## config.mk

```make
export PLATFORM = sky130hd
export DESIGN_NAME = ac_ram_bridge_flat
export DESIGN_NICKNAME = d
export VERILOG_FILES = /design/src/rtl/ac_ram_bridge_pkg.sv /design/src/rtl/ac_ram_bridge_if.sv /design/src/rtl/ac_ram_bridge_word_buf.sv /design/src/rtl/ac_ram_bridge.sv /design/src/flat_wrapper.sv
export SDC_FILE = /design/constraint.sdc
export NUM_CORES = 1
export LEC_CHECK = 0
export ABC_AREA = 1
export CORE_ASPECT_RATIO = 0.8
export CORE_UTILIZATION = 38
export CTS_CLUSTER_DIAMETER = 60
export DETAILED_ROUTE_END_ITERATION = 10
export PLACE_DENSITY_LB_ADDON = 0.25
export SLEW_MARGIN = 20
export SYNTH_ARGS = -nofsm -noshare
export SYNTH_HDL_FRONTEND = slang
export SYNTH_SLANG_ARGS = --single-unit
```

## constraint.sdc

```tcl
create_clock -name CLK -period 7.5 [get_ports CLK]
set_clock_uncertainty 0.05 [all_clocks]
set_input_delay 1.5 -clock CLK [delete_from_list [all_inputs] [get_ports CLK]]
set_output_delay 1.5 -clock CLK [all_outputs]
set_load 0.05 [all_outputs]
```

## src/rtl/ac_ram_bridge_pkg.sv

```systemverilog
// Shared types and helpers for the Arcade Card RAM bridge: FSM states, the
// queued access record and byte-lane helpers.
package ac_pkg;

  typedef enum logic [1:0] {
    IDLE    = 2'd0,
    RD_WAIT = 2'd1,
    WR_WAIT = 2'd2
  } ac_st_t;

  typedef struct packed {
    logic        we;
    logic [20:0] a;
    logic [7:0]  d;
  } ac_req_t;

  localparam logic [7:0] DO_RST = 8'hFF;

  // Odd byte addresses live in the upper half of the 16-bit word.
  function automatic logic [7:0] sel_byte(input logic [15:0] w, input logic a0);
    return a0 ? w[15:8] : w[7:0];
  endfunction

  function automatic logic [1:0] wr_be(input logic a0);
    return a0 ? 2'b10 : 2'b01;
  endfunction

endpackage

```

## src/rtl/ac_ram_bridge_if.sv

```systemverilog
// Word-memory request/acknowledge bus between the bridge and the SDRAM arbiter.
interface ac_ram_bridge_if;
  logic        MEM_REQ;
  logic        MEM_WE;
  logic [19:0] MEM_A;
  logic [1:0]  MEM_BE;
  logic [15:0] MEM_D;
  logic [15:0] MEM_Q;
  logic        MEM_ACK;

  modport master (
    output MEM_REQ, MEM_WE, MEM_A, MEM_BE, MEM_D,
    input  MEM_Q, MEM_ACK
  );

  modport slave (
    input  MEM_REQ, MEM_WE, MEM_A, MEM_BE, MEM_D,
    output MEM_Q, MEM_ACK
  );
endinterface

```

## src/rtl/ac_ram_bridge_word_buf.sv

```systemverilog
// One-word read buffer: tag/valid/data with lookup, write-byte merge and invalidate.
// Lookups see a fill happening on the same edge, so a dequeued access hits fresh data.
module ac_word_buf
  import ac_pkg::*;
#(
  parameter bit ENABLE = 1'b1
) (
  input  logic        clk,
  input  logic        rst,
  input  logic        inval,
  input  logic        fill_en,
  input  logic [19:0] fill_tag,
  input  logic [15:0] fill_data,
  input  logic [20:0] look_a,
  input  logic        merge_en,
  input  logic [7:0]  merge_d,
  output logic        hit,
  output logic [7:0]  rd_byte
);

  logic        valid;
  logic [19:0] tag;
  logic [15:0] data;

  logic        valid_v;
  logic [19:0] tag_v;
  logic [15:0] data_v;
  logic [15:0] merged;
  logic        merge_hit;

  always_comb begin
    valid_v   = fill_en ? 1'b1 : valid;
    tag_v     = fill_en ? fill_tag : tag;
    data_v    = fill_en ? fill_data : data;
    hit       = ENABLE && valid_v && (tag_v == look_a[20:1]);
    rd_byte   = sel_byte(data_v, look_a[0]);
    merge_hit = merge_en && hit;
    merged    = look_a[0] ? {merge_d, data_v[7:0]} : {data_v[15:8], merge_d};
  end

  // A fill beats a simultaneous invalidate.
  always_ff @(posedge clk) begin
    if (rst)          valid <= 1'b0;
    else if (fill_en) valid <= 1'b1;
    else if (inval)   valid <= 1'b0;
  end

  always_ff @(posedge clk) begin
    if (fill_en) tag <= fill_tag;
    if (fill_en || merge_hit) data <= merge_hit ? merged : data_v;
  end

endmodule

```

## src/rtl/ac_ram_bridge.sv

```systemverilog
// Arcade Card RAM window responder: turns CPU byte strobes into 16-bit word
// memory requests with a read buffer, posted writes and a one-entry queue.
module ac_ram_bridge
  import ac_pkg::*;
#(
  parameter int USE_WORD_BUF = 1,
  parameter int TIMEOUT      = 0
) (
  input  logic           CLK,
  input  logic           RST,
  input  logic           CS_N,
  input  logic [20:0]    A,
  input  logic           WR_N,
  input  logic           RD_N,
  input  logic [7:0]     DI,
  output logic [7:0]     DO,
  output logic           BUSY,
  input  logic           INVAL,
  output logic           ERR,
  ac_ram_bridge_if.master mem
);

  localparam bit TO_EN = (TIMEOUT > 0);
  localparam int TW    = (TIMEOUT > 1) ? $clog2(TIMEOUT) : 1;
  localparam logic [TW-1:0] T_LAST = (TIMEOUT > 0) ? TW'(TIMEOUT - 1) : '0;

  ac_st_t        state, state_n;
  logic          req, req_n;
  logic          we, we_n;
  logic [1:0]    be, be_n;
  logic [19:0]   mem_a, mem_a_n;
  logic [15:0]   mem_d, mem_d_n;
  logic [7:0]    do_r, do_n;
  logic          err, err_n;
  logic [20:0]   cur_a, cur_a_n;
  logic          q_full, q_full_n;
  ac_req_t       q, q_n;
  logic [TW-1:0] tcnt, tcnt_n;
  logic          old_acc;

  logic          acc, ev, busy_st, ack_in, abandon, done, fill_en, start, merge_en;
  ac_req_t       ev_req, nxt;
  logic          hit;
  logic [7:0]    rd_byte;

  ac_word_buf #(.ENABLE(USE_WORD_BUF != 0)) u_buf (
    .clk       (CLK),
    .rst       (RST),
    .inval     (INVAL),
    .fill_en   (fill_en),
    .fill_tag  (cur_a[20:1]),
    .fill_data (mem.MEM_Q),
    .look_a    (nxt.a),
    .merge_en  (merge_en),
    .merge_d   (nxt.d),
    .hit       (hit),
    .rd_byte   (rd_byte)
  );

  // Event detect, completion and choice of the access to start this edge.
  always_comb begin
    acc      = ~(WR_N & RD_N);
    ev       = acc & ~old_acc & ~CS_N;
    ev_req   = '{we: ~WR_N, a: A, d: DI};
    busy_st  = (state == RD_WAIT) || (state == WR_WAIT);
    ack_in   = busy_st & mem.MEM_ACK;
    abandon  = busy_st & ~mem.MEM_ACK & TO_EN & (tcnt == T_LAST);
    done     = ack_in | abandon;
    fill_en  = (state == RD_WAIT) & ack_in;
    start    = 1'b0;
    nxt      = ev_req;
    q_full_n = q_full;
    q_n      = q;
    if (!busy_st) begin
      start = ev;
    end else if (done) begin
      if (q_full) begin
        start    = 1'b1;
        nxt      = q;
        q_full_n = ev;
        q_n      = ev_req;
      end else begin
        start = ev;
      end
    end else if (ev && !q_full) begin
      q_full_n = 1'b1;
      q_n      = ev_req;
    end
    merge_en = start & nxt.we;
  end

  // Next-state and request outputs.
  always_comb begin
    state_n = state;
    req_n   = req;
    we_n    = we;
    be_n    = be;
    mem_a_n = mem_a;
    mem_d_n = mem_d;
    do_n    = do_r;
    err_n   = abandon;
    cur_a_n = cur_a;
    tcnt_n  = tcnt + 1'b1;

    if (done) begin
      req_n   = 1'b0;
      state_n = IDLE;
      if (state == RD_WAIT) do_n = ack_in ? sel_byte(mem.MEM_Q, cur_a[0]) : DO_RST;
    end

    if (start) begin
      cur_a_n = nxt.a;
      tcnt_n  = '0;
      if (nxt.we) begin
        req_n   = 1'b1;
        we_n    = 1'b1;
        be_n    = wr_be(nxt.a[0]);
        mem_a_n = nxt.a[20:1];
        mem_d_n = {nxt.d, nxt.d};
        state_n = WR_WAIT;
      end else if (hit) begin
        do_n    = rd_byte;
        state_n = IDLE;
      end else begin
        req_n   = 1'b1;
        we_n    = 1'b0;
        be_n    = 2'b11;
        mem_a_n = nxt.a[20:1];
        state_n = RD_WAIT;
      end
    end
  end

  always_ff @(posedge CLK) begin
    old_acc <= acc;
    if (RST) begin
      state  <= IDLE;
      req    <= 1'b0;
      we     <= 1'b0;
      be     <= 2'b00;
      do_r   <= DO_RST;
      err    <= 1'b0;
      q_full <= 1'b0;
    end else begin
      state  <= state_n;
      req    <= req_n;
      we     <= we_n;
      be     <= be_n;
      do_r   <= do_n;
      err    <= err_n;
      q_full <= q_full_n;
    end
  end

  always_ff @(posedge CLK) begin
    mem_a <= mem_a_n;
    mem_d <= mem_d_n;
    cur_a <= cur_a_n;
    q     <= q_n;
    tcnt  <= tcnt_n;
  end

  assign mem.MEM_REQ = req;
  assign mem.MEM_WE  = we;
  assign mem.MEM_A   = mem_a;
  assign mem.MEM_BE  = be;
  assign mem.MEM_D   = mem_d;
  assign DO          = do_r;
  assign ERR         = err;
  assign BUSY        = (state == RD_WAIT) | q_full;

endmodule

```

## src/flat_wrapper.sv

```systemverilog
// flat-port wrapper written by rule: the top's interface ports become plain ports
module ac_ram_bridge_flat import ac_pkg::*;
#(
  parameter int USE_WORD_BUF = 1,
  parameter int TIMEOUT      = 0
)
  (CLK, RST, CS_N, A, WR_N, RD_N, DI, DO, BUSY, INVAL, ERR, mem_MEM_REQ, mem_MEM_WE, mem_MEM_A, mem_MEM_BE, mem_MEM_D, mem_MEM_Q, mem_MEM_ACK);
  ac_ram_bridge_if mem_i ();
  input  logic CLK;
  input  logic RST;
  input  logic CS_N;
  input  logic [20:0] A;
  input  logic WR_N;
  input  logic RD_N;
  input  logic [7:0] DI;
  output logic [7:0] DO;
  output logic BUSY;
  input  logic INVAL;
  output logic ERR;
  output wire logic [$bits(mem_i.MEM_REQ)-1:0] mem_MEM_REQ;
  output wire logic [$bits(mem_i.MEM_WE)-1:0] mem_MEM_WE;
  output wire logic [$bits(mem_i.MEM_A)-1:0] mem_MEM_A;
  output wire logic [$bits(mem_i.MEM_BE)-1:0] mem_MEM_BE;
  output wire logic [$bits(mem_i.MEM_D)-1:0] mem_MEM_D;
  input wire logic [$bits(mem_i.MEM_Q)-1:0] mem_MEM_Q;
  input wire logic [$bits(mem_i.MEM_ACK)-1:0] mem_MEM_ACK;
  assign mem_MEM_REQ = mem_i.MEM_REQ;
  assign mem_MEM_WE = mem_i.MEM_WE;
  assign mem_MEM_A = mem_i.MEM_A;
  assign mem_MEM_BE = mem_i.MEM_BE;
  assign mem_MEM_D = mem_i.MEM_D;
  assign mem_i.MEM_Q = mem_MEM_Q;
  assign mem_i.MEM_ACK = mem_MEM_ACK;
  ac_ram_bridge #(.USE_WORD_BUF(USE_WORD_BUF), .TIMEOUT(TIMEOUT)) u_core (.CLK(CLK), .RST(RST), .CS_N(CS_N), .A(A), .WR_N(WR_N), .RD_N(RD_N), .DI(DI), .DO(DO), .BUSY(BUSY), .INVAL(INVAL), .ERR(ERR), .mem(mem_i));
endmodule
```

==> results of run 1 <==
-- registers in the layout (all words and copies together) (netlist names) --
name	count
u_core.mem.MEM_REQ	1
u_core.q_full	1
u_core.cur_a	21
u_core.q	30
u_core.mem.MEM_WE	1
u_core.old_acc	1
u_core.mem.MEM_D	8
u_core.mem.MEM_A	20
u_core.u_buf.valid	1
u_core.u_buf.data	16
u_core.DO	8
u_core.state	2
u_core.u_buf.tag	20
u_core.mem.MEM_BE	2
-- cells in the mapped netlist (all sizes together) --
cell,n
a21oi,24
and2,1
buf,35
clkbuf,8
conb,1
dfxtp,37
edfxtp,95
ha,1
inv,100
nand2,348
nand3,51
nand3b,3
nand4,20
nor2,52
o21ai,48
o21bai,1
or2,3
-- layout by cell type, fill, tap and decap left out, drive strengths merged --
| cell type | count |
|---|---|
| dfxtp | 37 |
| nand2 | 348 |
| and2 | 1 |
| o21bai | 1 |
| clkinvlp | 4 |
| or2 | 3 |
| clkdlybuf4s50 | 100 |
| nor2 | 52 |
| clkbuf | 22 |
| buf | 7 |
| nand3b | 3 |
| a21oi | 24 |
| inv | 100 |
| conb | 1 |
| clkinv | 5 |
| edfxtp | 95 |
| bufinv | 1 |
| o21ai | 48 |
| nand3 | 51 |
| nand4 | 20 |
| ha | 1 |
-- cell families (layout without fill, tap and decap cells) --
group | Yosys count | after routing | share of synthesized area
other | 1 | 1 | 0.0005579
buffers and inverters | 143 | 239 | 0.09754
adder cells (fa/ha/maj) | 1 | 1 | 0.001861
AND/OR/NAND/NOR | 478 | 478 | 0.3034
flip-flops | 132 | 132 | 0.5346
AO/OA/AOI/OAI | 73 | 73 | 0.06199
-- critical path: cells and delay by family --
kind                   cells  cell delay [ns]
AO/OA/AOI/OAI              1             0.04
AND/OR/NAND/NOR            9             2.14
buffers and inverters      3             1.10
-- metal layers --
layer | routed length (um) | up-vias | GRT usage
met2 | 6761 | 171 | 0.2532
met4 | 158 | 0 | 0.05500
met5 | 0 | - | 0
li1 | - | 2803 | -
met3 | 1032 | 11 | 0.04699
met1 | 8857 | 2475 | 0.3066
-- cell type report --
cell class / instances / area share
clock inverters: 10 / 0.01005
well taps: 225 / 0.03374
multi-input cells: 553 / 0.2986
flip-flops and latches: 132 / 0.4307
inverters: 100 / 0.04499
clock buffers: 22 / 0.05564
repair buffers: 107 / 0.1263
-- report_power, final --
part / internal [uW] / switching, uW
combinational: 39.3 / 52.8
clock: 469 / 303
sequential: 782 / 0.940
-- worst paths after layout --
path / from / to / slack [ns] / depth (start not counted)
min reg2reg: u_core.state[1] / u_core.state[1] / 0.42 / 2
max: mem_MEM_ACK / u_core.u_buf.data[13] / 2.78 / 13
max reg2reg: u_core.state[1] / u_core.u_buf.data[13] / 3.42 / 12
min: u_core.state[1] / u_core.state[1] / 0.42 / 2
-- per-stage QoR --
step / hold slack, ns / power [uW] / utilization
finish: 0.4174 / 1646 / 0.4816
global route: 0.4313 / 1696 / 0.4816
CTS: 0.4128 / 1660 / 0.4814
detailed placement: 0.4033 / 889.2 / 0.4498
global placement: 0.3998 / 888.7 / 0.4498
floorplan: 0.3856 / 841.7 / -
==> flow_metrics.env, run 1 <==
export IMPL_design_die_area_mm2=0.01823
export IMPL_cts_clk_slew_worst_paths_ns=0.06
export IMPL_yosysWarnings=0
export IMPL_finalMaxSlewViolations=0
export IMPL_worstSkewPairLatency_ns=0.42
export IMPL_cts_buffers=17
export IMPL_power_density_mw_per_mm2=197.3
export IMPL_irDropWorstVdd_mv=0.1535
export IMPL_fin_cells=1149
export IMPL_fp_dieH_um=121.0
export IMPL_clock_path_buffers=2
export IMPL_hpwl_mm=11.62
export IMPL_cp_required_ns=7.61
export IMPL_crit_arrival_ns=4.83
export IMPL_antenna_diode_count=0
export IMPL_synth_top_area_frac=0.4244
export IMPL_grt_pass1_vias=4837
export IMPL_grt_max_degree=53
export IMPL_p_leak_uw=0.003734
export IMPL_setup_violations=0
export IMPL_post_route_drc_count=0
export IMPL_finalHoldViolations=0
export IMPL_period_share=0.6293
export IMPL_tightest_slew_ns=0.8375
export IMPL_cts_hold_buffers_added=0
export IMPL_fin_crit_ns=4.720
export IMPL_core_mm2=0.01732
export IMPL_io_pins=102
export IMPL_yosys_area_top_type="edfxtp_1"
export IMPL_hp_class="reg -> reg"
export IMPL_fin_area_mm2=0.008343
export IMPL_drtIter0Drc=512
export IMPL_syn_to_final_growth_pct=24.13
export IMPL_path_cells="clkdlybuf4s50_1 > buf_4 > inv_2 > nor2_4 > nand3_1 > nand2_2 > nand2_1 > nand2_1 > nand2_1 > nor2_4 > nand4_2 > nor2_1 > a21oi_2"
export IMPL_fp_row_count=43
export IMPL_slowest_delay_ns=0.72
export IMPL_vias=5460
export IMPL_cts_sinks=132
export IMPL_syn_area_mm2=0.006721
export IMPL_drt_total_wl_mm=16.81
export IMPL_rsz0062_at_grt="no"
export IMPL_place_area_mm2=0.007792
export IMPL_yosysSeqAreaShare=0.5346
export IMPL_setup_tns_ns=0
export IMPL_track_usage=0.1934
export IMPL_crit_type="in -> reg"
export IMPL_synth_avg_cell_area_um2=8.118
export IMPL_finalWorstSetupSlack_ns=2.780
export IMPL_grt_overflow=0
export IMPL_status="complete, no violations"
export IMPL_detail_route_wl_per_cell_um=14.63
export IMPL_cts_root_buf="clkbuf_16"
export IMPL_slew_headroom=0.4404
export IMPL_synth_cells=828
export IMPL_antenna_found_initial=0
export IMPL_dr_pass1_iters=6
export IMPL_regArea_mm2=0.003593
export IMPL_cts_tree="yes"
export IMPL_cts_htree_levels=4
export IMPL_io_buffers=100
export IMPL_ys_ff_latch=132
export IMPL_die_w_um=150.7
export IMPL_pre_cts_ws_ns=1.966
export IMPL_start_util=0.3880
export IMPL_fillers=1708
export IMPL_endpoint_kind="flip-flop"
export IMPL_synth_net_count=881
export IMPL_synthTopCellsByArea="edfxtp_1 42%, nand2_1 19%, dfxtp_1 11%"
export IMPL_cts_setup_buffers=0
export IMPL_synthDistinctLibCells=32
export IMPL_gp_congestion=0.8462
export IMPL_nNetsFinal=964
export IMPL_start_kind="input pin"
export IMPL_ant_nets=0
export IMPL_cts_resized=0
export IMPL_grt_pass1_wl_mm=26.19
export IMPL_cap_violations=0
export IMPL_crit_top_cell="nand2_1"
export IMPL_dp_cells=1117
export IMPL_crit_fanout=38
export IMPL_max_freq_ghz=0.2119
export IMPL_via_per_inst=4.752
export IMPL_cp_slowest_cell="clkdlybuf4s50_1"
export IMPL_drive_gt1_frac=0.08117
export IMPL_multi_input_area_mm2=0.002491
(Power assumes the default switching activity.)
==> inputs of run 2 (changes only) <==
- clock period: 7.5 -> 4.19 ns (I/O delays scaled with it)
==> run 2 against run 1 <==
Via count fell by 0.27%. Count of clock-buffer cells in the layout shrank 3. Sequential share of layout area shrank 0.49 points. Total power up 80%. Hold slack hardly changed. Combinational power is 81% higher. Sequential power increased by 79%. First-iteration DRC count shrank 6.1%. Design area is 1.2% higher. Flip-flop and latch count stayed put. Register-to-register slack lost 2.7 ns. Die area did not move.
==> flow_metrics.env, run 2 (synthesized netlist as in run 1, its figures left out) <==
export IMPL_cts_resized=0
export IMPL_slew_headroom=0.5095
export IMPL_dr_pass1_iters=5
export IMPL_io_pins=102
export IMPL_layout_commonest_cell="nand2_1"
export IMPL_nNetsFinal=971
export IMPL_grt_pass1_vias=5149
export IMPL_status="complete, no violations"
export IMPL_crit_arrival_ns=3.59
export IMPL_cp_buffers_inverters=3
export IMPL_cap_violations=0
export IMPL_core_mm2=0.01732
export IMPL_rsz0062_at_grt="no"
export IMPL_hp_class="reg -> reg"
export IMPL_start_util=0.3880
export IMPL_tightest_slew_ns=0.7330
export IMPL_max_freq_ghz=0.2863
export IMPL_drive_gt1_frac=0.08378
export IMPL_via_per_inst=4.710
export IMPL_final_util=0.4871
export IMPL_crit_fanout=28
export IMPL_critical_path_top_delay_family="simple AND/OR/NAND/NOR gates"
export IMPL_start_kind="flip-flop"
export IMPL_finalHoldViolations=0
export IMPL_track_usage=0.2000
export IMPL_path_cells="inv_1 > ha_1 > inv_2 > nand3_4 > buf_12 > nand2_1 > nand2_1 > nand2_1 > nand2_1 > nor2_1 > nand2_1 > nor2_2 > nand4_2 > nor2_1 > a21oi_2"
export IMPL_p_total_uw=2964
export IMPL_layout_common_cells="342 x nand2_1, 100 x clkdlybuf4s50_1, 95 x edfxtp_1"
export IMPL_cts_htree_levels=4
export IMPL_drtIter0Drc=481
export IMPL_fp_row_count=43
export IMPL_worstSkewPairLatency_ns=0.41
export IMPL_fin_crit_ns=3.493
export IMPL_period_share=0.8337
export IMPL_clock_path_buffers=2
export IMPL_grt_pass1_wl_mm=27.35
export IMPL_grt_overflow=0
export IMPL_grt_use_met1=0.3152
export IMPL_met3_usage=0.04474
export IMPL_cts_setup_buffers=0
export IMPL_syn_to_final_growth_pct=25.56
export IMPL_p_leak_uw=0.003801
export IMPL_setup_tns_ns=0
export IMPL_antenna_diode_count=0
export IMPL_ant_nets=0
export IMPL_power_density_mw_per_mm2=351.2
export IMPL_cts_buffers=17
export IMPL_drt_total_wl_mm=17.23
export IMPL_cts_sinks=132
export IMPL_irDropWorstVdd_mv=0.2841
export IMPL_slowest_delay_ns=0.43
export IMPL_io_buffers=100
export IMPL_grt_max_degree=83
export IMPL_fin_area_mm2=0.008439
export IMPL_gp_congestion=0.7987
export IMPL_cts_tree="yes"
export IMPL_cts_clk_slew_worst_paths_ns=0.05
export IMPL_die_w_um=150.7
export IMPL_antenna_found_initial=0
export IMPL_fp_dieH_um=121.0
export IMPL_post_route_drc_count=0
export IMPL_endpoint_kind="flip-flop"
export IMPL_crit_type="reg -> reg"
export IMPL_crit_top_cell="nand2_1"
export IMPL_cp_required_ns=4.29
export IMPL_cts_hold_buffers_added=0
export IMPL_hpwl_mm=12.10
export IMPL_design_die_area_mm2=0.01823
export IMPL_use_met2=0.2745
export IMPL_cts_root_buf="clkbuf_16"
export IMPL_setup_violations=0
export IMPL_largest_reg_flops=30
export IMPL_detail_route_wl_per_cell_um=14.90
export IMPL_busiest_layer="met1"
export IMPL_largest_register="u_core.q"
export IMPL_vias=5445
export IMPL_fillers=1688
export IMPL_cp_slowest_cell="nand4_2"
export IMPL_reg_top3="u_core.q x30, u_core.cur_a x21"
export IMPL_finalMaxSlewViolations=0
export IMPL_place_area_mm2=0.007890
-- run 2: final timing paths --
check                                     startpoint               endpoint  slack, ns  depth (start not counted)
worst max-delay path                 u_core.state[1]  u_core.u_buf.data[10]       0.70                         15
worst min-delay path            u_core.u_buf.tag[16]   u_core.u_buf.tag[16]       0.42                          2
worst max register to register       u_core.state[1]  u_core.u_buf.data[10]       0.70                         15
worst min register to register  u_core.u_buf.tag[16]   u_core.u_buf.tag[16]       0.42                          2
-- run 2: cell type report --
class | instances | area (um2) | area share
Clock buffer | 19 | 432.9 | 0.05130
Clock inverter | 13 | 116.4 | 0.01379
Inverter | 100 | 375.4 | 0.04448
Multi-Input combinational cell | 553 | 2484 | 0.2943
Sequential cell | 132 | 3593 | 0.4258
Tap cell | 225 | 281.5 | 0.03336
Timing Repair Buffer | 114 | 1156 | 0.1370
-- run 2: power by group --
group | total, uW | switching, uW | internal, uW
logic | 167 | 95.3 | 71.8
registers | 1400 | 1.93 | 1400
clock network | 1400 | 535 | 861
total | 2960 | 632 | 2330
-- run 2: layer usage --
layer | routed length (um) | vias to the layer above
li1 | - | 2816
met1 | 9086 | 2451
met2 | 6963 | 171
met3 | 1082 | 7
met4 | 97 | 0
met5 | 0 | -
-- run 2: worst reg2reg max path, delay by kind of cell (launching register included) --
| kind | cells | cell delay (ns) |
|---|---|---|
| flip-flops | 1 | 0.34 |
| AND/OR/NAND/NOR | 10 | 1.73 |
| adder cells (fa/ha/maj) | 1 | 0.35 |
| AO/OA/AOI/OAI | 1 | 0.04 |
| buffers and inverters | 3 | 0.72 |
-- run 2: stage by stage --
stage               instances  hold WS, ns  worst slack [ns]
finish                   1156       0.4179            0.6966
global route             1156       0.4324            0.3626
CTS                      1156       0.4159            0.6698
detailed placement       1124       0.4027            0.3924
global placement         1124       0.4012            0.4088
floorplan                 828       0.3856            0.3120
==> inputs of run 3 (changes only) <==
- clock period: 4.19 -> 3.55 ns (I/O delays scaled with it)
==> run 3 against run 2 <==
Utilization increased by 1.2 points. Global-route usage is 0.29 points higher. Cell count rose by 1.7%. Via count up 2.7%. Critical endpoint is now BUSY. Highest routed layer unchanged.
==> flow_metrics.env, run 3 (synthesized netlist as in run 1, its figures left out) <==
export IMPL_cts_hold_buffers_added=0
export IMPL_finalHoldViolations=0
export IMPL_largest_register="u_core.q"
export IMPL_dr_pass1_iters=5
export IMPL_hp_class="reg -> reg"
export IMPL_r2r_slack_ns=0.50
export IMPL_cts_clk_slew_worst_paths_ns=0.05
export IMPL_core_mm2=0.01732
export IMPL_holdPathStages=2
export IMPL_route_met2_wl_mm=6.973
export IMPL_status="complete, no violations"
export IMPL_worstSkewPairLatency_ns=0.43
export IMPL_period_share=0.8693
export IMPL_crit_fanout=24
export IMPL_place_area_mm2=0.008040
export IMPL_wl_met3_mm=1.127
export IMPL_finalMaxSlewViolations=0
export IMPL_io_buffers=100
export IMPL_hpwl_mm=12.46
export IMPL_worstHoldStart="u_core.u_buf.tag[5]"
export IMPL_drive_gt1_frac=0.1030
export IMPL_grt_pass1_wl_mm=27.37
export IMPL_post_route_drc_count=0
export IMPL_clock_path_buffers=2
export IMPL_syn_to_final_growth_pct=28.54
export IMPL_irDropWorstVdd_mv=0.2555
export IMPL_track_usage=0.2029
export IMPL_cp_slowest_cell="clkdlybuf4s50_1"
export IMPL_path_cells="buf_4 > or2_2 > clkdlybuf4s50_1"
export IMPL_antenna_found_initial=0
export IMPL_fin_area_mm2=0.008640
export IMPL_slew_headroom=0.6317
export IMPL_fin_cells=1176
export IMPL_cp_required_ns=2.79
export IMPL_critical_path_top_delay_family="buffers and inverters"
export IMPL_rsz0062_at_grt="no"
export IMPL_cts_root_buf="clkbuf_16"
export IMPL_nNetsFinal=991
export IMPL_layout_common_cells="342 x nand2_1, 100 x clkdlybuf4s50_1, 95 x edfxtp_1"
export IMPL_cts_buffers=17
export IMPL_dp_cells=1144
export IMPL_top_layer="met4"
export IMPL_io_pins=102
export IMPL_max_freq_ghz=0.3240
export IMPL_largest_reg_flops=30
export IMPL_drt_total_wl_mm=17.55
export IMPL_reg_top3="u_core.q x30, u_core.cur_a x21"
export IMPL_grt_pass1_vias=5052
export IMPL_p_total_uw=3654
export IMPL_drtIter0Drc=531
export IMPL_finalWorstSetupSlack_ns=0.4638
export IMPL_wl_met1_mm=9.193
export IMPL_antenna_diode_count=0
export IMPL_gp_congestion=0.8369
export IMPL_pre_cts_ws_ns=0.08121
export IMPL_cts_tree="yes"
export IMPL_timing_rr_start="u_core.state[1]"
export IMPL_tightest_slew_ns=0.5524
export IMPL_cts_htree_levels=4
export IMPL_fp_row_count=43
export IMPL_start_kind="flip-flop"
export IMPL_slowest_delay_ns=0.79
export IMPL_die_w_um=150.7
export IMPL_grt_max_degree=52
export IMPL_detail_route_wl_per_cell_um=14.92
export IMPL_setup_tns_ns=0
export IMPL_layout_commonest_cell="nand2_1"
export IMPL_design_die_area_mm2=0.01823
export IMPL_reg2reg_to="u_core.DO[3]"
export IMPL_cts_resized=0
export IMPL_worstHoldEndpoint="u_core.u_buf.tag[5]"
export IMPL_start_util=0.3880
export IMPL_crit_arrival_ns=2.33
export IMPL_endpoint_kind="primary output"
export IMPL_crit_type="reg -> out"
export IMPL_fp_dieH_um=121.0
export IMPL_power_density_mw_per_mm2=422.9
export IMPL_grt_overflow=0
export IMPL_ant_nets=0
export IMPL_fillers=1663
export IMPL_vias=5591
export IMPL_via_per_inst=4.754
export IMPL_setup_violations=0
export IMPL_fin_crit_ns=3.086
export IMPL_cts_setup_buffers=0
export IMPL_cts_sinks=132
export IMPL_cp_buffers_inverters=2
export IMPL_worst_r2r_cell_count=15
export IMPL_cap_violations=0
export IMPL_p_leak_uw=0.003902
==> run 3: cell count changes in the layout (fill, tap and decap cells not counted) <==
cell        previous run  this run
bufinv_16              2         4
buf_4                 10        30
clkinv_1               5         3
clkinvlp_4             0         3
clkbuf_1               2         4
clkinv_2               4         1
clkinv_4               2         0
==> run 3: how the worst max path moves through the flow <==
stage | from | to | slack [ns] | cells past startpoint
global route | u_core.state[1] | u_core.DO[1] | 0.30 | 15
finish | u_core.q_full | BUSY | 0.46 | 3
global placement | mem_MEM_ACK | u_core.mem.MEM_A[8] | 0.15 | 16
floorplan | u_core.state[1] | u_core.u_buf.data[0] | 0.21 | 9
CTS | u_core.q_full | BUSY | 0.47 | 3
detailed placement | mem_MEM_ACK | u_core.mem.MEM_A[12] | 0.08 | 16
==> run 3: area by class of cell <==
cell class | instances | area [um2] | area share
Clock buffer | 21 | 440.4 | 0.05098
Clock inverter | 11 | 158.9 | 0.01839
Inverter | 100 | 375.4 | 0.04345
Multi-Input combinational cell | 553 | 2484 | 0.2875
Sequential cell | 132 | 3593 | 0.4159
Tap cell | 225 | 281.5 | 0.03259
Timing Repair Buffer | 134 | 1306 | 0.1512
==> run 3: metrics by stage <==
step,util,hold slack [ns]
6_report,0.4987,0.4171
5_1_grt,0.4987,0.4448
4_1_cts,0.4987,0.4182
3_5_place_dp,0.4641,0.4050
3_3_place_gp,0.4641,0.3985
2_1_floorplan,-,0.3856
==> run 3: tightest hold or removal path, cell delays in order (launching register included) <==
cell and delay, ns:
dfxtp_1 0.30, nand2_1 0.06, nand2_1 0.05
==> run 3: routing by layer <==
metal / global-route usage / up-vias
li1: - / 2862
met4: 0.06625 / 0
met1: 0.3155 / 2512
met3: 0.04586 / 18
met5: 0 / -
met2: 0.2719 / 199
==> run 3: power by group <==
group          internal, uW  switching, uW  total [uW]
Clock                  1160            635        1800
Combinational          87.7            113         200
Sequential             1650           2.10        1650
Total                  2900            750        3650
